**src/rtl/ofifo_col_if.sv**
```systemverilog
// Bus between the MAC array bottom row, the per-column output FIFOs and the SFU stage.
// The master drives psum words, write strobes and row pops; the slave is the FIFO bank.
interface ofifo_col_if #(
    parameter int unsigned col     = 8,
    parameter int unsigned psum_bw = 16
);
    logic [col*psum_bw-1:0] in;
    logic [col-1:0]         wr;
    logic                   rd;
    logic [col*psum_bw-1:0] out;
    logic                   o_valid;
    logic                   o_full;
    logic                   o_ready;
    logic [col-1:0]         overflow;

    modport master (
        output in, wr, rd,
        input  out, o_valid, o_full, o_ready, overflow
    );

    modport slave (
        input  in, wr, rd,
        output out, o_valid, o_full, o_ready, overflow
    );
endinterface

```
**src/rtl/ofifo_col.sv**
```systemverilog
// Output FIFO bank: one FIFO per array column, written independently under skew,
// read back as whole rows (first-word fall-through) once every column holds data.
module ofifo_col #(
    parameter int unsigned col     = 8,
    parameter int unsigned psum_bw = 16,
    parameter int unsigned depth   = 16
) (
    input logic        clk,
    input logic        reset,
    ofifo_col_if.slave bus
);
    localparam int unsigned aw = $clog2(depth);
    localparam logic [aw:0]   full_cnt = (aw + 1)'(depth);
    localparam logic [aw:0]   one_cnt  = (aw + 1)'(1);
    localparam logic [aw-1:0] one_ptr  = aw'(1);

    logic [psum_bw-1:0]     mem [col][depth];
    logic [col-1:0][aw-1:0] wr_ptr_q;
    logic [col-1:0][aw-1:0] rd_ptr_q;
    logic [col-1:0][aw:0]   cnt_q;
    logic [col-1:0][aw:0]   cnt_d;
    logic [col-1:0]         overflow_q;
    logic [col-1:0]         not_empty;
    logic [col-1:0]         is_full;
    logic [col-1:0]         accept;
    logic                   valid;
    logic                   pop;

    always_comb begin
        for (int unsigned i = 0; i < col; i++) begin
            not_empty[i] = (cnt_q[i] != '0);
            is_full[i]   = (cnt_q[i] == full_cnt);
        end
    end

    assign valid = &not_empty;
    assign pop   = bus.rd & valid;

    // A full column can still take a write when the same edge pops a row.
    always_comb begin
        for (int unsigned i = 0; i < col; i++) begin
            accept[i] = bus.wr[i] & (~is_full[i] | pop);
        end
    end

    always_comb begin
        for (int unsigned i = 0; i < col; i++) begin
            cnt_d[i] = cnt_q[i];
            case ({accept[i], pop})
                2'b10:   cnt_d[i] = cnt_q[i] + one_cnt;
                2'b01:   cnt_d[i] = cnt_q[i] - one_cnt;
                default: cnt_d[i] = cnt_q[i];
            endcase
        end
    end

    always_ff @(posedge clk) begin
        if (reset) begin
            wr_ptr_q   <= '0;
            rd_ptr_q   <= '0;
            cnt_q      <= '0;
            overflow_q <= '0;
        end else begin
            cnt_q <= cnt_d;
            for (int unsigned i = 0; i < col; i++) begin
                if (accept[i]) wr_ptr_q[i] <= wr_ptr_q[i] + one_ptr;
                if (pop)       rd_ptr_q[i] <= rd_ptr_q[i] + one_ptr;
                overflow_q[i] <= overflow_q[i] | (bus.wr[i] & ~accept[i]);
            end
        end
    end

    always_ff @(posedge clk) begin
        for (int unsigned i = 0; i < col; i++) begin
            if (accept[i] && !reset) mem[i][wr_ptr_q[i]] <= bus.in[i*psum_bw +: psum_bw];
        end
    end

    always_comb begin
        bus.out = '0;
        if (valid) begin
            for (int unsigned i = 0; i < col; i++) begin
                bus.out[i*psum_bw +: psum_bw] = mem[i][rd_ptr_q[i]];
            end
        end
    end

    assign bus.o_valid  = valid;
    assign bus.o_full   = |is_full;
    assign bus.o_ready  = ~|is_full;
    assign bus.overflow = overflow_q;
endmodule

```
**src/flat_wrapper.sv**
```systemverilog
// flat-port wrapper written by rule: the top's interface ports become plain ports
module ofifo_col_flat 
#(
    parameter int unsigned col     = 8,
    parameter int unsigned psum_bw = 16,
    parameter int unsigned depth   = 16
)
  (clk, reset, bus_in, bus_wr, bus_rd, bus_out, bus_o_valid, bus_o_full, bus_o_ready, bus_overflow);
  ofifo_col_if #(.col(col), .psum_bw(psum_bw)) bus_i ();
  input logic clk;
  input logic reset;
  input wire logic [$bits(bus_i.in)-1:0] bus_in;
  input wire logic [$bits(bus_i.wr)-1:0] bus_wr;
  input wire logic [$bits(bus_i.rd)-1:0] bus_rd;
  output wire logic [$bits(bus_i.out)-1:0] bus_out;
  output wire logic [$bits(bus_i.o_valid)-1:0] bus_o_valid;
  output wire logic [$bits(bus_i.o_full)-1:0] bus_o_full;
  output wire logic [$bits(bus_i.o_ready)-1:0] bus_o_ready;
  output wire logic [$bits(bus_i.overflow)-1:0] bus_overflow;
  assign bus_i.in = bus_in;
  assign bus_i.wr = bus_wr;
  assign bus_i.rd = bus_rd;
  assign bus_out = bus_i.out;
  assign bus_o_valid = bus_i.o_valid;
  assign bus_o_full = bus_i.o_full;
  assign bus_o_ready = bus_i.o_ready;
  assign bus_overflow = bus_i.overflow;
  ofifo_col #(.col(col), .psum_bw(psum_bw), .depth(depth)) u_core (.clk(clk), .reset(reset), .bus(bus_i));
endmodule
```
**config.mk**
```make
export PLATFORM = sky130hd
export DESIGN_NAME = ofifo_col_flat
export DESIGN_NICKNAME = d
export VERILOG_FILES = /design/src/rtl/ofifo_col_if.sv /design/src/rtl/ofifo_col.sv /design/src/flat_wrapper.sv
export SDC_FILE = /design/constraint.sdc
export NUM_CORES = 2
export LEC_CHECK = 0
export CAP_MARGIN = 30
export CORE_MARGIN = 10
export CORE_UTILIZATION = 47
export DETAILED_ROUTE_END_ITERATION = 8
export GPL_TIMING_DRIVEN = 0
export PLACE_DENSITY = 0.74
export REMOVE_ABC_BUFFERS = 1
export SLEW_MARGIN = 10
export SYNTH_ARGS = -nofsm -noshare
export SYNTH_HDL_FRONTEND = slang
export SYNTH_SLANG_ARGS = --single-unit
```
**constraint.sdc**
```tcl
create_clock -name clk -period 10.3 [get_ports clk]
set_input_delay 2.06 -clock clk [delete_from_list [all_inputs] [get_ports clk]]
set_output_delay 2.06 -clock clk [all_outputs]
set_load 0.01 [all_outputs]
```
==> run metrics <==
run status=finished, final reports clean; GRT overflow=0; Area growth syn-to-layout=18.1%; DIE AREA=198,000 sq um; Sw Share=around 20%; maximum VDD drop=roughly 0.00016 V; postcts setup bufs=0; layout cells sized above 1=between 20 and 30%; worst-path maximum fanout=between 100 and 150; Mapped Area=between 80,000 and 90,000 sq um; met2 global-route usage=roughly 33%; mean post-synth cell area=roughly 22 sq um; vias in the first global route=42,349; Final HPWL DP=roughly 120 mm; leading area contributor after synthesis=edfxtp_1; IO Port Bufs=roughly 280; GR Util met1=around 25%; DR WL/cell=27.8 microns; Max Cap Viol=0; endpoints failing setup=0; Slew headroom=roughly 37%; Core ar.=approximately 180,000 sq um; antenna-violating nets left=0; Post-synth EDFFs=slightly above 2,000; leading cell type in the layout, fill and taps excluded=edfxtp_1; Max Clk Rate=roughly 0.15 GHz; Die Width=about 440 microns; Vias/cell=approximately 5.9; # rows=~160; Setup CP Type=reg -> out; Top FF cell, synth=edfxtp_1; DR pass1 iterations=6; CTS tree=built; Synth area leaders=edfxtp_1, mux4_2, dfxtp_1; RSZ-0062 raised after global routing=no; max-slew violations=0; via count=40,843; placed inst area=a little over 90,000 sq um; Die Span Y=~440 microns; # nets final=~4,600; cell area after layout=roughly 100,000 sq um; nature of the critical path endpoint=primary output; register clock-pin slew on the reported worst setup and hold paths=~60 ps; sequential power share=54.7%; most frequent cells in the layout=edfxtp_1, mux4_2, clkdlybuf4s50_1; DRT iter0 DRCs=just under 4,000; final WL=193 mm; Seq cells post-synth=2,160; minimum clock period=6900 ps; GR peak layer=met2; largest net degree at the start of global routing=110; Comb pwr share=under 10%; internal power=approximately 14 mW; startpoint types=flop; synthesis warning total=0; # fillers=12,867; count of different cell masters after synthesis=between 60 and 70; crit path DAT=4840 ps; leakage power=about 31 nW; # hold bufs at CTS=0; Initial Util=47.3%; Syn Inst Count=3,914; Worst Max-Slew Pin Slew=around 940 ps; Net Switching=3.55 mW; first-pass GRT wire length=roughly 290 mm; GRT Total Usage=19.4%; DRC Markers=0; Synth top area share=just over 70%; Layout Cells excl Fill=between 6,000 and 7,000; Clock Skews=between 50 and 60 ps; Post-CTS Resized=0; Tot Pwr=17.7 mW; Num Clock Sinks=2,160; Final Hold Viols=0; clock share of power=43.3%; RD Place Congestion=slightly above 0.7; clk_lat worst skew=860 ps; CTS HTree Levels=4; Synth async-reset ratio=0%; register area share after synthesis=between 70% and 80%; Root Driver=clkbuf_16; met3 Use GR=under 10%; initial antenna violation count=29; clock buffer depth=3; dpl cells=between 6,000 and 7,000; Worst Path Required=a little over 8000 ps; Power per Cell Area=between 150 and 200 nW/um^2; CTS Buf Count=between 200 and 250; num ports=~280; fin crit share=between 60% and 70%; HP Class=reg -> reg
## cell usage after synthesis (all sizes together) (19+ instances only)
library cell,number
mux4,640
o31ai,19
xnor2,21
and2,135
nor3,56
buf,90
a21oi,62
nand3,71
nand2,40
o21ai,40
edfxtp,2048
nand2b,20
xor2,21
clkbuf,114
nor2,170
dfxtp,112
ha,65
inv,53
## path summary, 6_finish.rpt
| check | cells after the start | from | end | slack, ps |
|---|---|---|---|---|
| max | 9 | u_core.cnt_q[0] | bus_out[73] | 3400 |
| max reg2reg | 18 | u_core.cnt_q[0] | u_core.cnt_q[9] | 4350 |
| min reg2reg | 2 | u_core.bus.overflow[1] | u_core.bus.overflow[1] | 470 |
| min | 2 | u_core.bus.overflow[1] | u_core.bus.overflow[1] | 470 |
## registers in the layout, indices dropped and copies added (netlist names)
signal / flops
u_core.mem: 2048
u_core.wr_ptr_q: 32
u_core.rd_ptr_q: 32
u_core.cnt_q: 40
u_core.bus.overflow: 8
## per-layer routing
layer / vias up / routed length (microns)
met5: - / 96
met4: 14 / 6250
met3: 355 / 11200
met2: 1440 / 101000
met1: 21729 / 74500
li1: 17305 / -
## cells by family (layout without fill, tap and decap cells)
group	after synthesis	count (layout)	share of synthesized area, %
compound gates	179	179	1.36
xor+xnor	42	42	0.434
fa+ha+maj	72	72	1.13
buf+inv	258	920	1.20
flops	2160	2160	75.3
mux	655	655	17.2
other cells	0	12	0
simple gates	548	548	3.37
## worst max-delay path: stages (launching register included)
cell	delay, ps
dfxtp_1	390
nor4_1	100
clkdlybuf4s18_2	270
a22o_1	260
or4_2	860
buf_12	270
clkinv_8	220
buf_16	510
and2_1	360
clkdlybuf4s50_1	680
## power groups by stage
stage	clock network [mW]	logic (mW)	registers, mW
after floorplan	0	0.122	9.87
after global placement	0	0.323	9.88
after detailed placement	0	0.363	9.87
after CTS	7.82	0.365	9.69
after global routing	8.18	0.395	9.69
final	7.66	0.362	9.69
## layout make-up
type / instances / area (sq um) / area share [%]
multi-input combinational: 1496 / 20300 / 20.3
clock buffer: 267 / 5580 / 5.59
tap: 2355 / 2950 / 2.95
timing repair buffer: 466 / 5690 / 5.69
antenna: 12 / 30.0 / 0.0300
sequential: 2160 / 63800 / 63.8
clock inverter: 133 / 1370 / 1.37
inverter: 54 / 218 / 0.218
## stage by stage
stage,hold slack (ps),setup WS (ps),utilization (%),setup TNS (ps)
2_1_floorplan,459,4150,-,0
3_3_place_gp,449,-506,50.1,-5800
3_5_place_dp,459,4160,52.0,0
4_1_cts,476,3190,55.9,0
5_1_grt,493,3180,55.9,0
6_report,470,3400,55.9,0
Note: power is estimated with default switching activity, not from simulation.
